## src/rtl/reset_seq_pkg.sv

```systemverilog
// Shared types and sizing helpers for the staged reset sequencer.
package reset_seq_pkg;

  // Sequencer FSM states.
  typedef enum logic [1:0] {
    ST_IDLE    = 2'd0,
    ST_ASSERT  = 2'd1,
    ST_RELEASE = 2'd2
  } seq_state_t;

  // Width of a saturating counter that must reach max(hold, gap).
  function automatic int cnt_width(input int hold, input int gap);
    int m;
    m = (hold > gap) ? hold : gap;
    return $clog2(m + 1);
  endfunction

endpackage

```

## src/rtl/reset_sequencer_bit_sync.sv

```systemverilog
// Multi-flop synchronizer for a single asynchronous level; clears to 0 on rst.
module bit_sync #(
  parameter int STAGES = 2
) (
  input  logic clk,
  input  logic rst,
  input  logic d,
  output logic q
);

  logic [STAGES-1:0] r_chain;

  // Shift the input through the flop chain; bit 0 is the first capture stage.
  always_ff @(posedge clk) begin
    if (rst) begin
      r_chain <= '0;
    end else begin
      r_chain <= {r_chain[STAGES-2:0], d};
    end
  end

  assign q = r_chain[STAGES-1];

endmodule

```

## src/rtl/reset_sequencer.sv

```systemverilog
// Staged reset generator: holds all domain resets for HOLD_CYCLES after a
// request (or its own reset), then releases them bit 0 first, GAP_CYCLES apart.
module reset_sequencer
  import reset_seq_pkg::*;
#(
  parameter int NUM_DOMAINS = 4,
  parameter int HOLD_CYCLES = 16,
  parameter int GAP_CYCLES  = 4,
  parameter int SYNC_STAGES = 2
) (
  input  logic                   clk,
  input  logic                   rst,
  input  logic                   req_async,
  input  logic                   req_sync,
  output logic [NUM_DOMAINS-1:0] rst_out,
  output logic                   seq_busy,
  output logic                   seq_done
);

  localparam int CNT_W = cnt_width(HOLD_CYCLES, GAP_CYCLES);
  localparam int IDX_W = (NUM_DOMAINS > 1) ? $clog2(NUM_DOMAINS) : 1;

  localparam logic [CNT_W-1:0] HOLD_LAST = CNT_W'(HOLD_CYCLES - 1);
  localparam logic [CNT_W-1:0] GAP_LAST  = CNT_W'(GAP_CYCLES - 1);
  localparam logic [CNT_W-1:0] CNT_MAX   = '1;
  localparam logic [IDX_W-1:0] LAST_IDX  = IDX_W'(NUM_DOMAINS - 1);

  // Request detection
  logic w_sync_q;
  logic r_sync_dly;
  logic w_async_rise;
  logic w_req;

  // Sequencer state
  seq_state_t             r_state;
  seq_state_t             w_state_next;
  logic [CNT_W-1:0]       r_cnt;
  logic [CNT_W-1:0]       w_cnt_next;
  logic [CNT_W-1:0]       w_cnt_inc;
  logic [IDX_W-1:0]       r_idx;
  logic [IDX_W-1:0]       w_idx_next;
  logic [NUM_DOMAINS-1:0] r_rst_out;
  logic [NUM_DOMAINS-1:0] w_rst_out_next;
  logic [NUM_DOMAINS-1:0] w_idx_onehot;
  logic                   r_done;
  logic                   w_done_next;
  logic                   w_hold_end;
  logic                   w_gap_end;
  logic                   w_last_idx;

  bit_sync #(
    .STAGES (SYNC_STAGES)
  ) u_req_sync (
    .clk (clk),
    .rst (rst),
    .d   (req_async),
    .q   (w_sync_q)
  );

  // Delayed copy of the synchronized request for rising-edge detection.
  always_ff @(posedge clk) begin
    if (rst) begin
      r_sync_dly <= 1'b0;
    end else begin
      r_sync_dly <= w_sync_q;
    end
  end

  // A held async level yields a single request; req_sync counts every cycle.
  assign w_async_rise = w_sync_q & ~r_sync_dly;
  assign w_req        = req_sync | w_async_rise;

  // One-hot decode of the next domain to release.
  genvar gi;
  generate
    for (gi = 0; gi < NUM_DOMAINS; gi++) begin : g_idx_dec
      assign w_idx_onehot[gi] = (r_idx == IDX_W'(gi));
    end
  endgenerate

  assign w_hold_end = (r_cnt == HOLD_LAST);
  assign w_gap_end  = (r_cnt == GAP_LAST);
  assign w_last_idx = (r_idx == LAST_IDX);
  assign w_cnt_inc  = (r_cnt == CNT_MAX) ? r_cnt : r_cnt + 1'b1;

  // State register plus counter, release index and registered outputs.
  always_ff @(posedge clk) begin
    if (rst) begin
      r_state   <= ST_ASSERT;
      r_cnt     <= '0;
      r_idx     <= '0;
      r_rst_out <= '1;
      r_done    <= 1'b0;
    end else begin
      r_state   <= w_state_next;
      r_cnt     <= w_cnt_next;
      r_idx     <= w_idx_next;
      r_rst_out <= w_rst_out_next;
      r_done    <= w_done_next;
    end
  end

  // Next-state logic; any request restarts the sequence from ASSERT.
  always_comb begin
    w_state_next = r_state;
    if (w_req) begin
      w_state_next = ST_ASSERT;
    end else begin
      case (r_state)
        ST_IDLE:    w_state_next = ST_IDLE;
        ST_ASSERT:  if (w_hold_end) w_state_next = w_last_idx ? ST_IDLE : ST_RELEASE;
        ST_RELEASE: if (w_gap_end && w_last_idx) w_state_next = ST_IDLE;
        default:    w_state_next = ST_IDLE;
      endcase
    end
  end

  // Next values of counter, index, resets and done pulse.
  always_comb begin
    w_cnt_next     = r_cnt;
    w_idx_next     = r_idx;
    w_rst_out_next = r_rst_out;
    w_done_next    = 1'b0;
    if (w_req) begin
      // Restart wins over any release or done due on this edge.
      w_cnt_next     = '0;
      w_idx_next     = '0;
      w_rst_out_next = '1;
    end else begin
      case (r_state)
        ST_IDLE: begin
          w_cnt_next     = '0;
          w_idx_next     = '0;
          w_rst_out_next = '0;
        end
        ST_ASSERT, ST_RELEASE: begin
          if ((r_state == ST_ASSERT) ? w_hold_end : w_gap_end) begin
            w_rst_out_next = r_rst_out & ~w_idx_onehot;
            w_cnt_next     = '0;
            w_idx_next     = r_idx + 1'b1;
            w_done_next    = w_last_idx;
          end else begin
            w_cnt_next = w_cnt_inc;
          end
        end
        default: begin
          w_cnt_next     = '0;
          w_idx_next     = '0;
          w_rst_out_next = '0;
        end
      endcase
    end
  end

  // Output drive from registered state.
  always_comb begin
    rst_out  = r_rst_out;
    seq_busy = |r_rst_out;
    seq_done = r_done;
  end

endmodule
```

## config.mk

```make
export PLATFORM = sky130hd
export DESIGN_NAME = reset_sequencer
export DESIGN_NICKNAME = d
export VERILOG_FILES = /design/src/rtl/reset_seq_pkg.sv /design/src/rtl/reset_sequencer_bit_sync.sv /design/src/rtl/reset_sequencer.sv
export SDC_FILE = /design/constraint.sdc
export NUM_CORES = 1
export LEC_CHECK = 0
export CAP_MARGIN = 20
export CORE_MARGIN = 4
export CORE_UTILIZATION = 59
export DETAILED_ROUTE_END_ITERATION = 12
export DONT_BUFFER_PORTS = 1
export PLACE_DENSITY = 0.75
export SYNTH_ARGS = -nofsm -noshare
export SYNTH_HDL_FRONTEND = slang
export SYNTH_SLANG_ARGS = --single-unit
```

## constraint.sdc

```tcl
create_clock -name clk -period 1.84 [get_ports clk]
set_input_delay 0.368 -clock clk [delete_from_list [all_inputs] [get_ports clk]]
set_output_delay 0.368 -clock clk [all_outputs]
set_load 0.01 [all_outputs]
```

Word level (Yosys, flattened, before mapping)
Cells that the tools add are included.
- register bits: 17
- logic and storage cells: 43
- output and inout bits: 6
- input port bits: 4
- reductions and logical operators: 9
- bitwise operators: 7
- add/subtract/negate cells: 2
- equality and inequality tests: 11
- muxes and demuxes: 7
- operators by type and width (kind ; number):
    OR reduction 4 bit ; 3
    two-way mux 4 bit ; 2
    == test 2 bit (second input constant) ; 3
    two-way mux 2 bit ; 3
    inequality test 2 bit (second input constant) ; 3
    adder 5 x 1 -> 5 bit (second input constant) ; 1
    == test 5 x 2 -> 1 bit (second input constant) ; 1
    == test 5 x 4 -> 1 bit (second input constant) ; 1
    == test 5 bit (second input constant) ; 1
    bitwise AND 4 bit ; 1
    == test 2 x 1 -> 1 bit (second input constant) ; 2
    NOT 4 bit ; 1
    case mux 2 bit (2 select lines) ; 1
    OR reduction 2 bit ; 2
    NOT 1 bit ; 3
    OR reduction 3 bit ; 1
    adder 2 x 1 -> 2 bit (second input constant) ; 1
    zero test 2 bit ; 1
    AND reduction 2 bit ; 1
    bitwise AND 1 bit ; 1
    logical AND 1 bit ; 1
    two-way mux 1 bit ; 1
    OR 1 bit ; 1

Logic depth before layout (Yosys ltp)
Gate-level depths: netlist of run 1.
- word-level depth: 5
- mapped depth: 6
- mapped depth without buffers: 6

By module
A second synthesis of run 1 with hierarchy kept.
- cells, all modules: 94
- area, all modules: 884.6 um^2
- by module, submodules not included (module ; cells each ; instances ; seq. area each (um^2) ; area each (um^2)):
    reset_sequencer ; 90 ; 1 ; 300.3 ; 832.0
    bit_sync ; 4 ; 1 ; 40.0 ; 52.6

Worst setup path after synthesis of run 1
OpenSTA, ideal clock, no wires.
- path kind: reg2reg
- start: register r_cnt[0]
- end: register r_state[1]
- setup time: 122 ps
- required time: 1718 ps
- path buffers: 1
- clock period less this slack: 1529 ps
- stages on the path, launching flop included: 6
- data arrival time: 1407 ps
- path slack: 311 ps
- path through: dfxtp_1 -> ha_1 -> or4b_1 -> buf_4 -> a221oi_2 -> o31ai_1
- longest elaborated chain between the ends: 4
- elaborated cells on any way between the ends: 6
- those cells by class: eq/ne: 4; reduce/logical: 2
- ends and longest elaborated chain (what ; line ; source):
    start, declared ; reset_sequencer.sv:37 ; logic [CNT_W-1:0] r_cnt;
    start signal, assigned ; reset_sequencer.sv:96 ; r_cnt <= w_cnt_next;
    == test 5 x 2 -> 1 bit ; reset_sequencer.sv:82 ; assign w_gap_end = (r_cnt == GAP_LAST);
    logical AND 1 bit ; reset_sequencer.sv:112 ; ST_RELEASE: if (w_gap_end && w_last_idx) w_state_next = ST_IDLE;
    inequality test 2 bit (no source line) ; n/a ;
    AND reduction 2 bit (no source line) * ; n/a ;
    end signal, assigned ; reset_sequencer.sv:95 ; r_state <= w_state_next;
    end, declared ; reset_sequencer.sv:35 ; seq_state_t r_state;
Every way passes the cells marked *; elsewhere a longest branch is shown, timed or not.
A chain may end at the register's enable or synchronous reset.

Final worst setup path of run 1
- start: register r_rst_out[3], in the netlist rst_out[3]
- end: output seq_busy
- longest elaborated chain between the ends: 1
- ends and longest elaborated chain (what ; line ; source):
    start, declared ; reset_sequencer.sv:42 ; logic [NUM_DOMAINS-1:0] r_rst_out;
    start signal, assigned ; reset_sequencer.sv:98 ; r_rst_out <= w_rst_out_next;
    OR reduction 4 bit ; reset_sequencer.sv:158 ; seq_busy = |r_rst_out;
    end, declared ; reset_sequencer.sv:16 ; output logic seq_busy,
No other way between the ends.

==> parameters.txt, run 1 <==
Parameter                              Value

Logic synthesis
  Fraction of the yosys area taken by sequential cells    38.6%
  Instance count of the mapped netlist    94
  Post-synthesis instance area    about 900 um^2
  Mean Syn Cell Area    9.37 um^2
  Seq cells post-synth    17
  Number of distinct standard cells referenced by the synthesized netlist    30
  Mapped Nets    107
  Synth warn    0

Detailed routing
  Drt first-iter violations    10
  Final ANT Viol Nets    0
  Number of vias after detailed routing    about 650
  DR WL/cell    13.7 um
  Post-DR vias/cell    5.83
  Post-detailed-routing wire length    1540 um
  DRC violations left    0
  Number of iterations in the first detailed-routing pass    4

Critical path
  Delay contributed by the slowest stage of the critical path    600 ps
  Family of cells with the greatest summed delay on the critical path    simple AND/OR/NAND/NOR gates
  Reg2reg end    r_state[1]
  Worst reg-to-reg setup slack    roughly 220 ps
  Worst Reg-to-Reg Cells    6
  Required time of the worst setup path    ~1500 ps
  Crit path DAT    1260 ps
  Highest-delay cell along the critical path    sky130_fd_sc_hd__or4_1
  Kind of end point of the critical path    output port
  Critical path fanouts, max    3
  CP bufs+invs    0
  Source of the worst register-to-register timing path    r_cnt[0]
  Critical path type    register to output port
  Type of element launching the critical path    register
  Chain of cells forming the critical path    or4_1

Layout
  Final cell area excluding filler cells    928 um^2
  NumNets Final    111
  Layout-stage area growth over the synthesis result    5.40%
  # diodes    0
  Share of post-route cells with drive strength above 1    10.3%

Clock network
  Clock root buffer    sky130_fd_sc_hd__clkbuf_4
  CTS sink count    17
  Source-to-sink clock delay at the later pin of the worst-skew pair    around 300 ps
  Largest buffer count on any clock path    2
  CTS tree    yes
  Clock slew seen by the registers of the worst setup and hold paths    100 ps
  TritonCTS buffer count    3
  Post-CTS Setup Repair Bufs    0
  Total number of H-tree levels    1
  CTS Hold Buffers Added    0

Power and ir drop
  Power density cells    between 600 and 700 mW/mm^2
  Static Leak    0.000372 uW
  Peak VDD IR    roughly 0.66 mV

STA
  Final min period    approximately 1600 ps
  Highest Clock Rate    between 600 and 700 MHz
  Pin slew with the least headroom to its limit    352 ps
  Final slew viol count    0
  Crit share post-route    about nine tenths
  Setup repair after global routing missed its margin    no
  Sum of negative setup slack    0 ps
  Number of failing setup endpoints in the final timing report    0
  Setup Skew    around 6.0 ps
  Slew Limit Headroom    76.4%
  Final Hold Viols    0

Min path
  Worst min-delay path class    primary input to register
  Hold Crit Depth    1
  Worst min-delay path startpoint    rst
  Hold EP    r_sync_dly

Placement
  Placement Cell Area    896 um^2
  Half-perimeter wire length after placement    1140 um
  Port Buffer Count    0
  Routability cong.    0.750

GRT
  Total global routing track utilization    17.4%
  Met2 Use GR    25.8%
  First-pass GRT wire length    2550 um
  Total congestion overflow    0
  Most crowded layer after global routing    met2
  GRT met1 Usage    20.4%
  Initial antenna violation count    0
  Global routing usage on met3    4.69%
  Number of global-route vias before repair    between 600 and 700
  Largest net degree at the start of global routing    10

Floorplan
  Number of top-level pins    10
  Horizontal extent of the die    46.6 um
  Num rows    13
  Die area    roughly 0.0022 mm^2
  Vertical die dimension    46.6 um
  Starting utilization of the core area    65.2%
  Total core area    0.00135 mm^2

Outcome
  Status    finished clean

Flow run
  Number of max-cap violations    0
## flip-flops by register name (all words and copies together) (netlist names)
signal	flops
seq_done	1
r_sync_dly	1
r_idx	2
r_cnt	5
rst_out	4
r_state	2
u_req_sync.r_chain	2
## synth_stat cells
library cell	number	share of area, %
sky130_fd_sc_hd__a21oi_1	1	0.57
sky130_fd_sc_hd__a221oi_2	1	1.7
sky130_fd_sc_hd__a31oi_1	1	0.71
sky130_fd_sc_hd__and2_1	1	0.71
sky130_fd_sc_hd__and3_1	1	0.71
sky130_fd_sc_hd__buf_4	1	0.85
sky130_fd_sc_hd__clkbuf_1	1	0.43
sky130_fd_sc_hd__dfxtp_1	17	39
sky130_fd_sc_hd__ha_1	9	13
sky130_fd_sc_hd__inv_1	7	3.0
sky130_fd_sc_hd__mux2i_1	3	3.4
sky130_fd_sc_hd__nand2_1	2	0.85
sky130_fd_sc_hd__nand2b_1	1	0.71
sky130_fd_sc_hd__nand3_1	11	6.2
sky130_fd_sc_hd__nand4_1	2	1.4
sky130_fd_sc_hd__nand4b_1	2	2.0
sky130_fd_sc_hd__nor2_1	3	1.3
sky130_fd_sc_hd__nor2b_1	7	5.0
sky130_fd_sc_hd__nor3_1	5	2.8
sky130_fd_sc_hd__nor3b_1	4	3.4
sky130_fd_sc_hd__nor3b_2	1	1.4
sky130_fd_sc_hd__o21a_4	1	1.7
sky130_fd_sc_hd__o21ai_0	4	2.3
sky130_fd_sc_hd__o21ai_1	1	0.57
sky130_fd_sc_hd__o21ai_2	1	0.99
sky130_fd_sc_hd__o31ai_1	1	0.85
sky130_fd_sc_hd__or4_1	1	0.85
sky130_fd_sc_hd__or4b_1	1	1.1
sky130_fd_sc_hd__xnor2_1	1	0.99
sky130_fd_sc_hd__xor2_1	2	2.0
## layer usage
layer  up-vias  share of wire (%)
li1        340                  -
met1       295                 46
met2        14                 45
met3         4                5.2
met4         0                3.1
met5         -                  0
## report_power, final
part	switching (uW)	internal (uW)
Combinational	10.8	6.85
Sequential	2.55	372
Clock	116	84.5
## worst max-delay path by stage
stage                            end  slack, ps       start  cells after the start
after floorplan           r_state[1]        310    r_cnt[0]                      5
after global placement      seq_done        170    r_cnt[0]                      4
after detailed placement  r_state[1]        100    r_cnt[0]                      4
after CTS                 r_state[1]        100    r_cnt[0]                      4
after global routing      r_state[1]         60    r_cnt[0]                      6
final                       seq_busy        210  rst_out[3]                      1
## layout make-up
class | count | area [um^2]
multi-input combinational | 68 | 509
fill | 111 | 422
sequential | 17 | 340
clock buffer | 4 | 26.3
inverter | 7 | 26.3
tap | 15 | 18.8
timing repair buffer | 1 | 7.51
## per-stage QoR
stage | utilization (%) | worst slack (ps) | instances | total power (uW) | hold WS [ps]
CTS | 68.3 | 97.8 | 112 | 598 | 127
global route | 68.8 | 58.9 | 112 | 627 | 103
finish | 68.8 | 215 | 112 | 593 | 130
global placement | 66.4 | 170 | 108 | 400 | 439
floorplan | - | 311 | 94 | 397 | 414
detailed placement | 66.4 | 104 | 108 | 401 | 443
## cells in the final DEF, fill, tap and decap left out, types with 4 or more instances in the layout
master,netlist,layout
sky130_fd_sc_hd__nand3_1,11,11
sky130_fd_sc_hd__nor3_1,5,5
sky130_fd_sc_hd__o21ai_0,4,4
sky130_fd_sc_hd__nor3b_1,4,4
sky130_fd_sc_hd__dfxtp_1,17,17
sky130_fd_sc_hd__ha_1,9,8
sky130_fd_sc_hd__nor2b_1,7,7
sky130_fd_sc_hd__inv_1,7,7
## repair_timing
| action | in CTS | in global routing |
|---|---|---|
| gates resized for setup | 0 | 2 |
| hold endpoints to repair | 0 | 0 |
| endpoints found under the setup margin | 0 | 2 |
## kinds of logic after synthesis
kind of cell / share of synthesized area [%]
simple gates: 28.6
flops: 38.6
buf+inv: 4.26
xor+xnor: 2.98
compound gates: 9.37
fa+ha+maj: 12.8
mux: 3.41
Note: power is estimated with default switching activity, not from simulation.
==> inputs of run 2 (changes only) <==
--- a/config.mk
+++ b/config.mk
@@ -11,6 +11,7 @@
 export DETAILED_ROUTE_END_ITERATION = 12
 export DONT_BUFFER_PORTS = 1
 export PLACE_DENSITY = 0.75
+export SLEW_MARGIN = 20
 export SYNTH_ARGS = -nofsm -noshare
 export SYNTH_HDL_FRONTEND = slang
 export SYNTH_SLANG_ARGS = --single-unit
==> results of run 2 <==
Final layout, timing and power as in run 1 (identical DEF).
==> inputs of run 3 (changes only) <==
--- a/config.mk
+++ b/config.mk
@@ -6,11 +6,11 @@
 export NUM_CORES = 1
 export LEC_CHECK = 0
 export CAP_MARGIN = 20
-export CORE_MARGIN = 4
-export CORE_UTILIZATION = 59
+export CORE_UTILIZATION = 64
 export DETAILED_ROUTE_END_ITERATION = 12
 export DONT_BUFFER_PORTS = 1
-export PLACE_DENSITY = 0.75
+export GPL_TIMING_DRIVEN = 0
+export PLACE_DENSITY = 0.8
 export SLEW_MARGIN = 20
 export SYNTH_ARGS = -nofsm -noshare
 export SYNTH_HDL_FRONTEND = slang
==> constraint.sdc (replaced) <==
create_clock -name clk -period 1.9 [get_ports clk]
set_input_delay 0.38 -clock clk [delete_from_list [all_inputs] [get_ports clk]]
set_output_delay 0.38 -clock clk [all_outputs]
set_load 0.01 [all_outputs]
==> run 3 against run 2 <==
Die area down 30%; critical path depth up 5; setup slack better by 22 ps; non-clock buffer count grew 1; sequential share of layout area is 0.099 points higher; clock power down 2%; utilization is 3.3 points higher; register-to-register slack improved by 20 ps; sequential cell count unchanged.
==> parameters.txt, run 3 (synthesis results as in run 1) <==
Parameter                              Value

Clock network
  Post-CTS Setup Repair Bufs    0
  Clock slew seen by the registers of the worst setup and hold paths    ~100 ps
  Clock root buffer    sky130_fd_sc_hd__clkbuf_4
  CTS Hold Buffers Added    0
  Total number of H-tree levels    1
  CTS sink count    17
  CTS tree    yes
  TritonCTS buffer count    3
  Largest buffer count on any clock path    2
  Count of instances resized after the clock tree is built    0
  Source-to-sink clock delay at the later pin of the worst-skew pair    290 ps

Floorplan
  Horizontal extent of the die    39.1 um
  Total core area    0.00128 mm^2
  Vertical die dimension    39.1 um
  Number of top-level pins    10
  Num rows    13
  Starting utilization of the core area    about two thirds
  Die area    0.00153 mm^2

Layout
  NumNets Final    between 100 and 150
  Area taken by flip-flops and latches    340 um^2
  # diodes    0
  Layout-stage area growth over the synthesis result    5.11%
  Register with the most flip-flops    r_cnt
  Multi-input logic area    503 um^2
  Final cell area excluding filler cells    926 um^2
  Highest-count cells in the layout ignoring fill and taps    sky130_fd_sc_hd__dfxtp_1, sky130_fd_sc_hd__nand3_1, sky130_fd_sc_hd__ha_1
  Share of post-route cells with drive strength above 1    roughly 8.2%
  Number of fill cells    just under 100
  Most common library cell in the layout ignoring fill and taps    sky130_fd_sc_hd__dfxtp_1
  Max FFs per register    5

STA
  Final Hold Viols    0
  Slew Limit Headroom    about three quarters
  Final min period    1660 ps
  Setup Skew    3.35 ps
  Crit share post-route    87.5%
  Final slew viol count    0
  Number of failing setup endpoints in the final timing report    0
  Pin slew with the least headroom to its limit    395 ps
  Sum of negative setup slack    0 ps
  Highest Clock Rate    601 MHz
  Setup repair after global routing missed its margin    no

Critical path
  Critical path type    register to register
  Worst Reg-to-Reg Cells    6
  Worst setup path start    r_cnt[0]
  Critical path capture point    r_state[1]
  Critical path fanouts, max    7
  Type of element launching the critical path    register
  Crit path DAT    1850 ps
  Worst reg-to-reg setup slack    240 ps
  Required time of the worst setup path    2090 ps
  Kind of end point of the critical path    register
  Reg2reg end    r_state[1]
  Source of the worst register-to-register timing path    r_cnt[0]

Detailed routing
  Final ANT Viol Nets    0
  DRC violations left    0
  Drt first-iter violations    7
  Post-DR vias/cell    5.88
  Post-detailed-routing wire length    1490 um
  DR WL/cell    13.2 um
  Number of iterations in the first detailed-routing pass    3
  Number of vias after detailed routing    ~670

GRT
  Total congestion overflow    0
  Total global routing track utilization    approximately 25%
  Number of global-route vias before repair    586
  Largest net degree at the start of global routing    11
  First-pass GRT wire length    2470 um
  Initial antenna violation count    0

Placement
  Port Buffer Count    0
  Placement Cell Area    900 um^2
  Routability cong.    roughly 0.7
  Half-perimeter wire length after placement    1090 um

Min path
  Worst min-delay path class    primary input to register
  Hold Crit Depth    1
  Worst min-delay path startpoint    rst

Power and ir drop
  Power density cells    around 620 mW/mm^2
  Peak VDD IR    0.423 mV
  Static Leak    about 0.00037 uW

Flow run
  Number of max-cap violations    0

Outcome
  Status    finished clean
## run 3: changes by cell type in the layout (fill, tap and decap cells not counted), sizes merged
cell,before,now
clkbuf,4,5
## run 3: critical path, stage by stage (launching register included)
cell,delay [ps]
sky130_fd_sc_hd__dfxtp_1,380
sky130_fd_sc_hd__ha_1,180
sky130_fd_sc_hd__and3_1,200
sky130_fd_sc_hd__ha_1,300
sky130_fd_sc_hd__inv_1,110
sky130_fd_sc_hd__a221oi_2,300
sky130_fd_sc_hd__o31ai_1,90
## run 3: final cells by class
type / instances / share of cell area (%)
flip-flops and latches: 17 / 36.8
inverters: 7 / 2.84
well taps: 15 / 2.03
clock buffers: 4 / 2.84
plain buffers: 2 / 1.22
multi-input cells: 68 / 54.3
## run 3: worst min path at each step
stage / endpoint / slack, ps
floorplan: u_req_sync.r_chain[1] / 410
global placement: u_req_sync.r_chain[1] / 420
detailed placement: u_req_sync.r_chain[1] / 430
CTS: u_req_sync.r_chain[1] / 140
global route: u_req_sync.r_chain[0] / 120
finish: u_req_sync.r_chain[0] / 140
## run 3: through the flow
step                utilization [%]  hold slack [ps]  cells  setup slack [ps]  total power [uW]
finish                         72.1              139    113               237               576
floorplan                         -              414     94               371               385
global route                   72.1              125    113              64.4               596
detailed placement             70.0              430    109               246               388
CTS                            72.1              137    113               238               581
global placement               70.0              419    109               261               388
## run 3: power breakdown
| group | switching [uW] | leakage (uW) | internal (uW) | total [uW] |
|---|---|---|---|---|
| sequential | 2.42 | 0.000138 | 361 | 363 |
| combinational | 10.1 | 0.000218 | 6.69 | 16.8 |
| clock | 114 | 0.0000150 | 81.8 | 196 |
| total | 127 | 0.000371 | 449 | 576 |
## run 3: routing by layer
metal / part of all wire, % / vias up / GRT usage, %
met5: 0 / - / 0
met4: 2.4 / 0 / 12.9
met1: 44 / 305 / 27.5
met3: 3.5 / 5 / 6.94
met2: 50 / 12 / 41.3
li1: - / 343 / -
